## config.mk

```make
export PLATFORM = sky130hd
export DESIGN_NAME = mem_port_arbiter
export DESIGN_NICKNAME = d
export VERILOG_FILES = /design/src/rtl/mem_port_arbiter.sv
export SDC_FILE = /design/constraint.sdc
export NUM_CORES = 1
export LEC_CHECK = 0
export BUFFER_PORTS_ARGS = -buffer_cell sky130_fd_sc_hd__buf_2
export CELL_PAD_IN_SITES_DETAIL_PLACEMENT = 1
export CELL_PAD_IN_SITES_GLOBAL_PLACEMENT = 1
export CORE_AREA = 2 2 179 181
export DETAILED_ROUTE_END_ITERATION = 7
export DIE_AREA = 0 0 181 183
export PLACE_DENSITY = 0.71
export RECOVER_POWER = 100
export SYNTH_ARGS = -nofsm -noshare
export SYNTH_HDL_FRONTEND = slang
export SYNTH_SLANG_ARGS = --single-unit
```

## constraint.sdc

```tcl
create_clock -name clk -period 1.9 [get_ports clk]
set_clock_uncertainty 0.05 [all_clocks]
set_input_delay 0.19 -clock clk [delete_from_list [all_inputs] [get_ports clk]]
set_output_delay 0.19 -clock clk [all_outputs]
set_load 0.02 [all_outputs]
```

## src/rtl/mem_port_arbiter.sv

```systemverilog
// mem_port_arbiter: two-port (fetch/data) memory arbiter with timeout; define ARB_ROUND_ROBIN_EN for round-robin tie breaking.
module mem_port_arbiter #(
    parameter int AW      = 64,
    parameter int DW      = 64,
    parameter int TIMEOUT = 15
) (
    input  logic          clk,
    input  logic          reset,
    input  logic          if_req,
    input  logic [AW-1:0] if_addr,
    output logic          if_gnt,
    output logic          if_rvalid,
    input  logic          dm_req,
    input  logic          dm_we,
    input  logic [AW-1:0] dm_addr,
    input  logic [DW-1:0] dm_wdata,
    output logic          dm_gnt,
    output logic          dm_rvalid,
    output logic [DW-1:0] rdata,
    output logic          rerr,
    output logic          mem_en,
    output logic          mem_we,
    output logic [AW-1:0] mem_addr,
    output logic [DW-1:0] mem_wdata,
    input  logic [DW-1:0] mem_rdata,
    input  logic          mem_ready,
    output logic          busy
);
    typedef enum logic [1:0] {IDLE, ACCESS, RESP} state_t;
    state_t state, nxt;
    logic owner_dm, pick_dm, arb, done;
    logic [7:0] cnt;
`ifdef ARB_ROUND_ROBIN_EN
    logic last_dm;
    always_ff @(posedge clk or negedge reset)
        if (!reset) last_dm <= 1'b0;
        else if (arb) last_dm <= pick_dm;
    assign pick_dm = dm_req && !(if_req && last_dm);
`else
    assign pick_dm = dm_req;
`endif
    assign arb  = state != ACCESS && (if_req || dm_req);
    // mem_ready takes precedence over an expiring counter in the same cycle
    assign done = state == ACCESS && (mem_ready || cnt == 8'(TIMEOUT - 1));

    always_ff @(posedge clk or negedge reset)
        if (!reset) state <= IDLE;
        else state <= nxt;

    always_comb
        nxt = state == ACCESS ? (done ? RESP : ACCESS) : (arb ? ACCESS : IDLE);

    always_ff @(posedge clk or negedge reset) begin
        if (!reset) begin
            owner_dm  <= 1'b0;
            cnt       <= '0;
            if_gnt    <= 1'b0;
            dm_gnt    <= 1'b0;
            if_rvalid <= 1'b0;
            dm_rvalid <= 1'b0;
            rdata     <= '0;
            rerr      <= 1'b0;
            mem_en    <= 1'b0;
            mem_we    <= 1'b0;
            mem_addr  <= '0;
            mem_wdata <= '0;
            busy      <= 1'b0;
        end else begin
            if_gnt    <= arb && !pick_dm;
            dm_gnt    <= arb && pick_dm;
            if_rvalid <= done && !owner_dm;
            dm_rvalid <= done && owner_dm;
            mem_en    <= nxt == ACCESS;
            busy      <= nxt != IDLE;
            cnt       <= state == ACCESS ? cnt + 8'd1 : 8'd0;
            if (arb) begin
                owner_dm  <= pick_dm;
                mem_we    <= pick_dm && dm_we;
                mem_addr  <= pick_dm ? dm_addr : if_addr;
                mem_wdata <= pick_dm ? dm_wdata : '0;
            end
            if (done) begin
                rdata <= (mem_ready && !mem_we) ? mem_rdata : '0;
                rerr  <= !mem_ready;
            end
        end
    end
endmodule

```

==> impl_metrics.tcl <==
set metrics [dict create \
    worst-slew-pin-transition_ns 1.37 \
    finalSetupViolations 0 \
    syn_area_per_cell_um2 12.2 \
    die_x_um 181 \
    post-route-drc-count 0 \
    cts_sinks 210 \
    io_pins 462 \
    final_cells 1781 \
    synth_area_leaders "dfrtp_1, a221o_1, a22o_1" \
    clkTransAtPathRegs_ns 0.06 \
    synth.area.mux_share 0 \
    drtAntennaViolNets 0 \
    grt_pass1_vias 10000 \
    syn_inst 719 \
    regArea_mm2 0.00526 \
    cts_tree "done" \
    cts_resized 0 \
    die_area_mm2 0.0331 \
    fill_cells 3517 \
    yosys_register_bits 210 \
    worst_hold_path.endpoint "mem_addr[35]" \
    hold_buffers 197 \
    rr_worst_depth 6 \
    dp.cells 1533 \
    synth-xor-area-share 0.00300 \
    cts-root-buf "clkbuf_16" \
    routedWlPerCell_um 21.6 \
    grt_max_degree 76 \
    synth_fa_ha_area_frac 0.00285 \
    hold_viol 0 \
    gr-total-overflow 0 \
    busiest_layer "met2" \
    status "complete, no violations" \
    reg2reg_slack_ns 0.13 \
    cp_data_arrival_time_ns 2.10 \
    initial_core_util 0.281 \
    area.growth.synth_to_final_pct 62.2 \
    cts_setup_buffers 0 \
    ys.warnings.count 0 \
    port-buffer-count 461 \
    period_share 0.931 \
    peakVddDrop_mv 0.576 \
    coreArea_mm2 0.0312 \
    final_core_util 0.455 \
    layout_min_cycle_time_ns 1.77 \
    viasPerCell 5.03 \
    syn-cell-area_mm2 0.00877 \
    grt_first_pass_wirelength_um 59100 \
    place_hpwl_um 24500 \
    clkLatencyLatePin_ns 0.52 \
    drv_slew 0 \
    crit_type "reg -> reg" \
    ys_seq_area_frac 0.599 \
    r2r_start "cnt[0]" \
    finalWirelength_um 38500 \
    htreeDepth 1 \
    antenna_found_initial 4 \
    hold_depth 3 \
    use_met2 0.404 \
    fin_setup_tns_ns 0 \
    synth_nets 983 \
    worst_setup_path_end_kind "flop" \
    synth_compound_area_frac 0.210 \
    synth_top_family_by_area "compound AO/OA/AOI/OAI gates" \
    crit_path_start_kind "flop" \
    use_met1 0.263 \
    timing.hold.ws_ns 0.0804 \
    dr.first_iter.drc_count 373 \
    hp-start "if_addr[35]" \
    rsz0062_at_grt "no" \
    core.rowCount 65 \
    multi_input_area_mm2 0.00286 \
    grt_usage 0.227 \
    grt_util_met3 0.0530 \
    crit_fanout 61 \
    powerDensity_mw_per_mm2 1260 \
    firstDrtPassIters 4 \
    timing.fmax_mhz 565 \
    maxCapViolCount 0 \
    worst_slew_margin_rel 0.0888 \
    cts.path.max_buffers 3 \
    nets 1619 \
    synth_top_area_frac 0.599 \
    drive_gt1_frac 0.249 \
    hp-class "in -> reg" \
    die_y_um 183 \
    reg2reg_to "rdata[2]" \
    cts_buffers 25 \
    synth_simple_gate_area_frac 0.109 \
    synth.largest_area_cell "dfrtp_1" \
    gp_congestion 0.801 \
    vias 8952 \
    cp.required_ns 2.23 \
    p_leak_nw 6.53 \
    synth_cell_types 33 \
]
per-layer routing:
metal | part of all wire | up-vias
met5 | 0 | -
met3 | 0.071 | 87
li1 | - | 4008
met4 | 0.044 | 0
met2 | 0.50 | 411
met1 | 0.38 | 4446
cell usage after synthesis:
master    number
a21o_1         1
a21oi_1        3
a221o_1       64
a22o_1        65
and2_1         2
and4bb_1       1
buf_1          6
buf_2         28
buf_4          4
buf_6          9
clkbuf_1      33
dfrtp_1      210
ha_1           2
inv_1         65
nand2_1       67
nand2b_4       1
nand3_1        4
nand3b_1       1
nor2_1         8
nor2b_1        1
nor3b_1        2
nor4b_1       64
o21a_1         2
o21ai_0        2
o21ai_2        1
o21ba_2        1
o31ai_1        1
o32ai_1       64
or2_2          1
or3_1          2
or4_1          1
xnor2_1        1
xor2_1         2
how the worst max path moves through the flow:
stage,startpoint,slack [ns],to,cells after the start
floorplan,cnt[0],0.26,state[1],7
global placement,cnt[0],0.18,rdata[61],6
detailed placement,cnt[0],0.15,rdata[8],6
CTS,cnt[0],0.13,rdata[43],6
global route,reset,0.03,mem_wdata[8],3
finish,cnt[0],0.13,rdata[2],6
worst max-delay path: stages, from the launching register on:
cell and delay [ns]:
dfrtp_1 0.43, inv_1 0.08, ha_1 0.14, nor3b_1 0.17, and4bb_2 0.30, buf_12 0.28
o32ai_1 0.17
state kept, by name (all words and copies together), names as in the netlist:
register,cells
dm_gnt,1
rerr,1
busy,1
rdata,64
if_gnt,1
mem_addr,64
mem_we,1
owner_dm,1
dm_rvalid,1
mem_wdata,64
state,2
cnt,8
if_rvalid,1
cell usage in the layout (no fill, tap or decap), types with 14 or more instances in the layout:
cell,Yosys,final
buf_12,0,14
a221o_1,64,64
buf_2,28,260
clkbuf_1,33,204
clkbuf_16,0,25
a22o_1,65,65
inv_1,65,65
o32ai_1,64,64
dlygate4sd3_1,0,197
nand2_1,67,67
dfrtp_1,210,209
nor4b_1,64,64
layout make-up:
type,count,share of cell area
well taps,402,0.0354
repair buffers,689,0.313
diodes,5,0.000880
multi-input cells,364,0.201
clock buffers,30,0.0460
inverters,65,0.0172
flip-flops and latches,210,0.370
clock inverters,16,0.0172
metrics by stage:
step | total power, mW | area [um^2] | worst slack, ns
CTS | 18.3 | 14500 | 0.129
floorplan | 9.95 | 8770 | 0.263
detailed placement | 12.6 | 11600 | 0.146
global route | 18.8 | 14200 | 0.0317
global placement | 12.5 | 11600 | 0.180
finish | 17.9 | 14200 | 0.130
cell families (layout without fill, tap and decap cells):
group | count (synthesis) | in the layout
AO/OA/AOI/OAI | 204 | 204
buffers and inverters | 145 | 800
flip-flops | 210 | 210
other | 0 | 5
AND/OR/NAND/NOR | 155 | 155
adder cells (fa/ha/maj) | 2 | 2
XOR/XNOR | 3 | 3
report_power, final:
| part | switching, mW | total, mW | leakage, nW | internal (mW) |
|---|---|---|---|---|
| registers | 0.905 | 6.66 | 2.64 | 5.75 |
| logic | 3.93 | 6.04 | 3.46 | 2.11 |
| clock network | 1.96 | 5.24 | 0.433 | 3.28 |
(Power assumes the default switching activity.)
